File: config.mk
export PLATFORM = sky130hd
export DESIGN_NAME = regfile_sb_flat
export DESIGN_NICKNAME = d
export VERILOG_FILES = /design/src/rtl/regfile_sb_if.sv /design/src/rtl/regfile_sb.sv /design/src/flat_wrapper.sv
export SDC_FILE = /design/constraint.sdc
export NUM_CORES = 2
export LEC_CHECK = 0
export ABC_CLOCK_PERIOD_IN_PS = 9400
export BUFFER_PORTS_ARGS = -buffer_cell sky130_fd_sc_hd__buf_2
export CAP_MARGIN = 30
export CORE_ASPECT_RATIO = 2
export CORE_UTILIZATION = 45
export DETAILED_ROUTE_END_ITERATION = 7
export MAX_ROUTING_LAYER = met4
export PLACE_DENSITY = 0.72
export SYNTH_ARGS = -nofsm -noshare
export SYNTH_HDL_FRONTEND = slang
export SYNTH_SLANG_ARGS = --single-unit
export TNS_END_PERCENT = 10
File: constraint.sdc
create_clock -name clk -period 9.4 [get_ports clk]
set_clock_uncertainty 0.2 [all_clocks]
set_input_delay 0.47 -clock clk [delete_from_list [all_inputs] [get_ports clk]]
set_output_delay 0.47 -clock clk [all_outputs]
set_load 0.03 [all_outputs]
File: src/rtl/regfile_sb_if.sv
// Writeback, decode-read, issue and ECALL-export signals of the integer register file.
// The master side is the pipeline and the slave side is regfile_sb.
interface regfile_sb_if #(
  parameter int REGBITS = 5,
  parameter int LOGSIZE = 64
);
  logic [REGBITS-1:0]        wr_rd;
  logic [LOGSIZE-1:0]        wr_data;
  logic [REGBITS-1:0]        rs1_addr;
  logic [REGBITS-1:0]        rs2_addr;
  logic [LOGSIZE-1:0]        rs1_data;
  logic [LOGSIZE-1:0]        rs2_data;
  logic                      iss_valid;
  logic [REGBITS-1:0]        iss_rd;
  logic                      stall;
  logic                      flush;
  logic [7:0][LOGSIZE-1:0]   ecall_reg_val;
  logic [REGBITS:0]          busy_cnt;

  modport master (
    output wr_rd, wr_data, rs1_addr, rs2_addr, iss_valid, iss_rd, flush,
    input  rs1_data, rs2_data, stall, ecall_reg_val, busy_cnt
  );

  modport slave (
    input  wr_rd, wr_data, rs1_addr, rs2_addr, iss_valid, iss_rd, flush,
    output rs1_data, rs2_data, stall, ecall_reg_val, busy_cnt
  );
endinterface

File: src/rtl/regfile_sb.sv
// Integer register file with a busy-bit scoreboard for the in-order pipeline.
// Define REGFILE_BYPASS_EN to forward same-cycle writeback data to reads and to the hazard check.
module regfile_sb #(
  parameter int                 REGBITS = 5,
  parameter int                 LOGSIZE = 64,
  parameter logic [LOGSIZE-1:0] SP_INIT = 64'h0
) (
  input  logic         clk,
  input  logic         rst,
  regfile_sb_if.slave  bus
);
  localparam int NREGS = 1 << REGBITS;

  logic [LOGSIZE-1:0] regs [NREGS-1:1];
  logic [NREGS-1:1]   busy;
  logic [NREGS-1:1]   busy_nxt;
  logic [NREGS-1:0]   busy_eff;
  logic [REGBITS:0]   busy_cnt_q;
  logic [REGBITS:0]   cnt_nxt;
  logic               wr_en;
  logic               issue_ok;

  assign wr_en = (bus.wr_rd != '0);

  // Bit 0 of busy_eff stands in for x0, which is never busy.
  always_comb begin
    busy_eff = {busy, 1'b0};
`ifdef REGFILE_BYPASS_EN
    if (wr_en) busy_eff[bus.wr_rd] = 1'b0;
`endif
  end

  assign bus.stall = bus.iss_valid &
                     (busy_eff[bus.rs1_addr] | busy_eff[bus.rs2_addr] | busy_eff[bus.iss_rd]);

  assign issue_ok = bus.iss_valid & ~bus.stall & (bus.iss_rd != '0);

  // Writeback clears first so an issue to the same register wins; flush overrides both.
  always_comb begin
    busy_nxt = busy;
    if (wr_en) busy_nxt[bus.wr_rd] = 1'b0;
    if (bus.flush) busy_nxt = '0;
    else if (issue_ok) busy_nxt[bus.iss_rd] = 1'b1;
    cnt_nxt = '0;
    for (int i = 1; i < NREGS; i++) begin
      cnt_nxt = cnt_nxt + {{REGBITS{1'b0}}, busy_nxt[i]};
    end
  end

  always_ff @(posedge clk or negedge rst) begin
    if (!rst) begin
      busy       <= '0;
      busy_cnt_q <= '0;
    end else begin
      busy       <= busy_nxt;
      busy_cnt_q <= cnt_nxt;
    end
  end

  assign bus.busy_cnt = busy_cnt_q;

  always_ff @(posedge clk or negedge rst) begin
    if (!rst) begin
      for (int i = 1; i < NREGS; i++) begin
        regs[i] <= (i == 2) ? SP_INIT : '0;
      end
    end else if (wr_en) begin
      regs[bus.wr_rd] <= bus.wr_data;
    end
  end

  always_comb begin
    bus.rs1_data = '0;
    bus.rs2_data = '0;
    if (bus.rs1_addr != '0) bus.rs1_data = regs[bus.rs1_addr];
    if (bus.rs2_addr != '0) bus.rs2_data = regs[bus.rs2_addr];
`ifdef REGFILE_BYPASS_EN
    if (wr_en && (bus.rs1_addr == bus.wr_rd)) bus.rs1_data = bus.wr_data;
    if (wr_en && (bus.rs2_addr == bus.wr_rd)) bus.rs2_data = bus.wr_data;
`endif
  end

  // a0..a7 come straight from storage so ECALL sees only committed values.
  always_comb begin
    for (int i = 0; i < 8; i++) begin
      bus.ecall_reg_val[i] = regs[10+i];
    end
  end
endmodule

File: src/flat_wrapper.sv
// flat-port wrapper written by rule: the top's interface ports become plain ports
module regfile_sb_flat 
#(
  parameter int                 REGBITS = 5,
  parameter int                 LOGSIZE = 64,
  parameter logic [LOGSIZE-1:0] SP_INIT = 64'h0
)
  (clk, rst, bus_wr_rd, bus_wr_data, bus_rs1_addr, bus_rs2_addr, bus_iss_valid, bus_iss_rd, bus_flush, bus_rs1_data, bus_rs2_data, bus_stall, bus_ecall_reg_val, bus_busy_cnt);
  regfile_sb_if #(.REGBITS(REGBITS), .LOGSIZE(LOGSIZE)) bus_i ();
  input  logic clk;
  input  logic rst;
  input wire logic [$bits(bus_i.wr_rd)-1:0] bus_wr_rd;
  input wire logic [$bits(bus_i.wr_data)-1:0] bus_wr_data;
  input wire logic [$bits(bus_i.rs1_addr)-1:0] bus_rs1_addr;
  input wire logic [$bits(bus_i.rs2_addr)-1:0] bus_rs2_addr;
  input wire logic [$bits(bus_i.iss_valid)-1:0] bus_iss_valid;
  input wire logic [$bits(bus_i.iss_rd)-1:0] bus_iss_rd;
  input wire logic [$bits(bus_i.flush)-1:0] bus_flush;
  output wire logic [$bits(bus_i.rs1_data)-1:0] bus_rs1_data;
  output wire logic [$bits(bus_i.rs2_data)-1:0] bus_rs2_data;
  output wire logic [$bits(bus_i.stall)-1:0] bus_stall;
  output wire logic [$bits(bus_i.ecall_reg_val)-1:0] bus_ecall_reg_val;
  output wire logic [$bits(bus_i.busy_cnt)-1:0] bus_busy_cnt;
  assign bus_i.wr_rd = bus_wr_rd;
  assign bus_i.wr_data = bus_wr_data;
  assign bus_i.rs1_addr = bus_rs1_addr;
  assign bus_i.rs2_addr = bus_rs2_addr;
  assign bus_i.iss_valid = bus_iss_valid;
  assign bus_i.iss_rd = bus_iss_rd;
  assign bus_i.flush = bus_flush;
  assign bus_rs1_data = bus_i.rs1_data;
  assign bus_rs2_data = bus_i.rs2_data;
  assign bus_stall = bus_i.stall;
  assign bus_ecall_reg_val = bus_i.ecall_reg_val;
  assign bus_busy_cnt = bus_i.busy_cnt;
  regfile_sb #(.REGBITS(REGBITS), .LOGSIZE(LOGSIZE), .SP_INIT(SP_INIT)) u_core (.clk(clk), .rst(rst), .bus(bus_i));
endmodule
# Yosys cells after proc, flatten, opt, wreduce, memory -nomap -nowiden
# Index checks and enable logic that the tools add are counted.
[totals] word_cells=106 reg_bits=2021 output_inout_bits=647 in_bits=88
[op_classes] magnitude_cmp=6 bitwise=9 mux=22 n_reduce_logical=6 addsub=30
[op_table] cell="$bwmux 1984" count=1
[op_table] cell="$bmux 64 s5" count=2
[op_table] cell="$demux 64 s5" count=1
[op_table] cell="$mux 64" count=5
[op_table] cell="$add 6x1->6" count=29
[op_table] cell="$mux 31" count=3
[op_table] cell="$and 31x31->31" count=1
[op_table] cell="$not 31->31" count=1
[op_table] cell="$or 31x31->31" count=1
[op_table] cell="$lt 5x6->1 const B" count=4
[op_table] cell="$reduce_bool 5->1" count=4
[op_table] cell="$bmux 1 s5" count=3
[op_table] cell="$demux 1 s5" count=2
[op_table] cell="$ge 5x1->1 const B" count=2
[op_table] cell="$mux 1" count=5
[op_table] cell="$and 1x1->1" count=3
[op_table] cell="$add 1x1->2" count=1
[op_table] cell="$logic_and 1x1->1" count=2
[op_table] cell="$or 1x1->1" count=2
[op_table] cell="$not 1->1" count=1

# Longest topological paths before layout
[logic_depth] ltp_word=40 depth_mapped=25

# Worst setup path after synthesis
# OpenSTA, ideal clock, no wires.
[synth_timing] path_type="input -> register" from="input port bus_rs2_addr[0]" to="register u_core.busy_cnt_q[4], in the netlist u_core.bus.busy_cnt[4]" slack_ns=2.567 path_stages=24 arrival_ns=6.510 setup_ns=0.123 path_buffers=2 t_required_ns=9.077 cell_sequence="buf_6 -> mux4_2 -> a2bb2oi_1 -> and4b_1 -> nor4_1 -> nand4_2 -> buf_6 -> o31ai_1 -> ha_1 -> inv_1 -> fa_1 -> fa_1 -> fa_1 -> fa_1 -> fa_1 -> inv_1 -> fa_1 -> ha_1 -> inv_1 -> fa_1 -> inv_1 -> a21o_1 -> a21oi_1 -> xnor2_1"
[synth_via] elab_chain_len=40
[synth_lines] element="from (decl)" line="flat_wrapper.sv:15" rtl="input wire logic [$bits(bus_i.rs2_addr)-1:0] bus_rs2_addr;"
[synth_lines] element="$bmux 1 s5" line="regfile_sb.sv:34" rtl="(busy_eff[bus.rs1_addr] | busy_eff[bus.rs2_addr] | busy_eff[bus.iss_rd]);"
[synth_lines] element="$mux 1 (implied by the code)" line="regfile_sb.sv:34"
[synth_lines] element="$or 1x1->1 (2 in series)" line="regfile_sb.sv:34"
[synth_lines] element="$and 1x1->1" line="regfile_sb.sv:33" rtl="assign bus.stall = bus.iss_valid &"
[synth_lines] element="$not 1->1" line="regfile_sb.sv:36" rtl="assign issue_ok = bus.iss_valid & ~bus.stall & (bus.iss_rd != '0);"
[synth_lines] element="$and 1x1->1 (2 in series)" line="regfile_sb.sv:36"
[synth_lines] element="$mux 31" line="regfile_sb.sv:43" rtl="else if (issue_ok) busy_nxt[bus.iss_rd] = 1'b1;"
[synth_lines] element="$mux 31" line="regfile_sb.sv:42" rtl="if (bus.flush) busy_nxt = '0;"
[synth_lines] element="via u_core.busy_nxt, one bit" line="regfile_sb.sv:16" rtl="logic [NREGS-1:1] busy_nxt;"
[synth_lines] element="$add 1x1->2" line="regfile_sb.sv:46" rtl="cnt_nxt = cnt_nxt + {{REGBITS{1'b0}}, busy_nxt[i]};"
[synth_lines] element="$add 6x1->6 (29 in series)" line="regfile_sb.sv:46"
[synth_lines] element="via u_core.cnt_nxt[4]" line="regfile_sb.sv:19" rtl="logic [REGBITS:0] cnt_nxt;"
[synth_lines] element="to (signal assigned)" line="regfile_sb.sv:56" rtl="busy_cnt_q <= cnt_nxt;"
[synth_lines] element="to (decl)" line="regfile_sb.sv:18" rtl="logic [REGBITS:0] busy_cnt_q;"
# The timed path passes the listed nets, and every way through them passes these cells. The select of a mux whose other input is x is not followed.
# A chain may end at the register's enable or synchronous reset.

# Worst setup path in the final report
[layout_timing] from="register u_core.busy[9] in the netlist's numbering" to="register u_core.busy_cnt_q[4], in the netlist u_core.bus.busy_cnt[4]"
[layout_via] elab_chain_len=40 word_cells_on_any_way=47 classes_between="30 x add/sub; 9 x mux; 8 x bitwise"
[layout_lines] element="from (decl)" line="regfile_sb.sv:15" rtl="logic [NREGS-1:1] busy;"
[layout_lines] element="from (signal assigned)" line="regfile_sb.sv:55" rtl="busy <= busy_nxt;"
[layout_lines] element="$bmux 1 s5" line="regfile_sb.sv:34"
[layout_lines] element="$mux 1 (implied by the code)" line="regfile_sb.sv:34"
[layout_lines] element="$or 1x1->1" line="regfile_sb.sv:34"
[layout_lines] element="$or 1x1->1 (*)" line="regfile_sb.sv:34"
[layout_lines] element="$and 1x1->1 (*)" line="regfile_sb.sv:33"
[layout_lines] element="$not 1->1 (*)" line="regfile_sb.sv:36"
[layout_lines] element="$and 1x1->1 (*) (2 in series)" line="regfile_sb.sv:36"
[layout_lines] element="$mux 31 (*)" line="regfile_sb.sv:43"
[layout_lines] element="$mux 31 (*)" line="regfile_sb.sv:42"
[layout_lines] element="via u_core.busy_nxt, one bit" line="regfile_sb.sv:16"
[layout_lines] element="$add 1x1->2 (*)" line="regfile_sb.sv:46"
[layout_lines] element="$add 6x1->6 (*) (29 in series)" line="regfile_sb.sv:46"
[layout_lines] element="via u_core.cnt_nxt[4]" line="regfile_sb.sv:19"
# The timed path passes the listed nets; every way through them passes the cells marked *. The select of a mux whose other input is x is not followed.

==> reports/metrics.cfg <==
[outcome]
status=finished with violations
failed_checks=design-rule violations

[global_routing]
gr-usage-met3_pct=7.560
grt_most_used_layer=met2
met2_usage_pct=50.45
antenna_violations_before_repair=40
maximum_number_of_pins_on_one_net_before_global_route_repair=174
global_route_wire_length_before_repair_mm=550.4
globalRouteMet1Util_pct=35.84
vias_in_the_first_global_route=73530
globalRoute.totalOverflow=0
groute.usage.overall_pct=31.32

[sta]
whs_ps=0.3145
timing_worst_slew_pin_value_ps=1170
fin_crit_sh_pct=77.93
post-route-min-period_ps=7326
fmaxAchievable_mhz=136.5
timing.max_slew.rel_slack_pct=22.02
finalSetupViolations=0
grt_setup_unrepaired=false
drv_slew=0
report.final.hold_viol_count=0
tns_ps=0
setup_ws_ps=2074

[route]
drt-pass1-iter-count=8
drc=322
final_antenna_net_count=0
wl_per_cell_um=36.76
vias_per_cell=6.682
route.vias.total=69710
drt_first_iter_violations=6861
totalWireLength_mm=383.5

[worst_setup_path]
crit_path_max_fanout=11
reg2reg_slack_ps=2070
cp_cell_sequence=mux2_2 > and3_1 > o21ai_0 > o221a_2 > nand4_2 > o31ai_1 > ha_1 > inv_1 > fa_1 > fa_1 > fa_1 > fa_1 > fa_1 > inv_1 > fa_1 > ha_1 > inv_1 > fa_1 > inv_1 > a21o_1 > a21oi_1 > xnor2_1
setup.worst_path.end_class=register
setup.worst_path.class=register to register
worstPathRequired_ps=9940
cpMaxStageDelayCell=fa_1
worstRegToRegCells=22
worst-endpoint-arrival_ps=7860
reg2reg_from=u_core.busy[9]
critical-path-top-delay-family=adder cells
critPathBufInv=4
cell_repeated_most_along_the_worst_path=fa_1
worstReg2RegEnd=u_core.bus.busy_cnt[4]
cp_slowest_stage_delay_ps=560
crit_path_start_kind=register

[cells_and_area]
non_filler_instance_count_after_layout=10430
share_of_the_core_filled_with_cells_pct=48.95
mostFrequentLayoutCells=mux2_2 (2,182), dfrtp_1 (2,021), mux4_2 (1,162)
post_route_cells_drive_above_1_share_pct=64.16
post-route-cell-area_um2=121700
design.final.nets=7114
flow.area_growth_from_synthesis_pct=8.311
leading_cell_type_in_the_layout_fill_and_taps_excluded=mux2_2

[clock_network]
cts_tree=yes
clock_latency_ps=890
numCtsBuffers=197
cts_repair_resize_count=0
cts_htree_levels=4
tritoncts_num_sinks=2021
cts_max_path_buffers=4
root_buffer=clkbuf_16
cts.reportedPaths.clkPinSlew_ps=60

[die]
fp.dieH_um=708.6
floorplan.rows=259
top_level_ports=735
die_area_um2=251800
die-width_um=355.3
core_um2=248600
floorplan.initialDensity_pct=45.20

[placement]
placement.cell_area_um2=114900
gpl.final_weighted_congestion=0.9249
dpl.cell_count=10040
dp_slack_ps=1518
io_buffer_count=734
place_hpwl_mm=247.1

[power_and_ir_drop]
power.total_mw=29.68
total_leakage_power_nw=50.96
net_switching_power_of_the_design_mw=9.990
pwr-share-clk_pct=27.8
internal_power_mw=19.69
powerDensity_nw_per_um2=244.0
power.sequential.fraction_pct=42.0
power.share.switching_pct=33.66
comb_power_share_pct=30.2
irDropWorstVdd_v=0.0002579

[worst_hold_path]
holdCritPathClass=input pin to async pin

[yosys]
ys.warnings.count=0
synth_seq_cells=2021
postSynth.asyncResetShare_pct=100.0
synth_area_per_cell_um2=15.65
synthesis.area_um2=112300
synth_top_flop_cell=dfrtp_1
synth.distinct_cells=52
synth_edf_count=0
yosysSeqAreaShare_pct=45.02
synth.net_count=7296
synthCells=7176

[run]
drv_cap=0

## flip-flops by register name, summed over array words and instances, names as in the netlist
signal                    cells
u_core.bus.ecall_reg_val    512
u_core.bus.busy_cnt           6
u_core.busy                  31
u_core.regs                1472
## worst reg2reg max path, stage by stage (launching register included)
cell and delay, ps:
dfrtp_1 450, mux2_2 310, and3_1 180, o21ai_0 390, o221a_2 330, nand4_2 320, o31ai_1 550, ha_1 330
inv_1 70, fa_1 420, fa_1 470, fa_1 560, fa_1 450, fa_1 500, inv_1 50, fa_1 480
ha_1 190, inv_1 70, fa_1 460, inv_1 80, a21o_1 120, a21oi_1 80, xnor2_1 120
## Yosys cell counts (all sizes together) (21+ instances only)
library cell	count	share of area, %
dfrtp	2021	45
buf	659	4.1
fa	23	0.41
inv	30	0.10
a22o	64	0.50
o31ai	30	0.21
a21oi	131	0.58
mux2i	79	0.70
nand2	21	0.070
mux2	2182	22
clkbuf	611	2.0
mux4	1165	23
## area by class of cell
type	instances	area, um^2
clock buffer	279	5709
timing repair buffer	889	5338
tap	3262	4081
clock inverter	68	790.8
fill	20850	126900
inverter	30	112.6
antenna	29	72.57
multi-input combinational	3855	55000
sequential	2021	50570
## metal layers
layer	share of wire (%)	vias to the layer above
met1	35	38390
met2	50	3503
met5	0	-
li1	-	26740
met4	6.4	0
met3	8.6	1070
## power groups by stage
stage	Combinational [mW]	Sequential (mW)	Clock, mW
after floorplan	7.06	11.9	0
after global placement	8.72	12.3	0
after detailed placement	8.87	12.6	0
after CTS	8.92	12.4	8.35
after global routing	9.32	12.7	8.66
final	8.97	12.5	8.24
## cell families (layout without fill, tap and decap cells)
group,count (synthesis),count (layout),share of synthesized area [%]
multiplexers,3426,3426,45.94
flip-flops,2021,2021,45.02
buffers and inverters,1300,1266,6.212
adder cells (fa/ha/maj),32,32,0.5101
XOR/XNOR,3,3,0.02339
AND/OR/NAND/NOR,129,129,0.6872
AO/OA/AOI/OAI,265,265,1.605
other,0,29,0
## repair_timing
| action | 4_1_cts | 5_1_grt |
|---|---|---|
| endpoints found under the setup margin | 0 | 0 |
| hold buffers | 16 | 0 |
| hold endpoints to repair | 413 | 0 |
| buffers inserted | 0 | 0 |
## worst max-delay path by stage
stage	endpoint	depth (start not counted)	from	slack, ps
4_1_cts	u_core.bus.busy_cnt[4]	22	u_core.busy[9]	2110
3_5_place_dp	u_core.bus.busy_cnt[4]	24	bus_rs2_addr[0]	1520
2_1_floorplan	u_core.bus.busy_cnt[4]	24	bus_rs2_addr[0]	2570
6_report	u_core.bus.busy_cnt[4]	22	u_core.busy[9]	2070
5_1_grt	u_core.bus.busy_cnt[4]	22	u_core.busy[21]	1770
3_3_place_gp	u_core.bus.busy_cnt[4]	24	bus_rs2_addr[0]	1390
No activity file was read; power rests on OpenSTA's default activity.
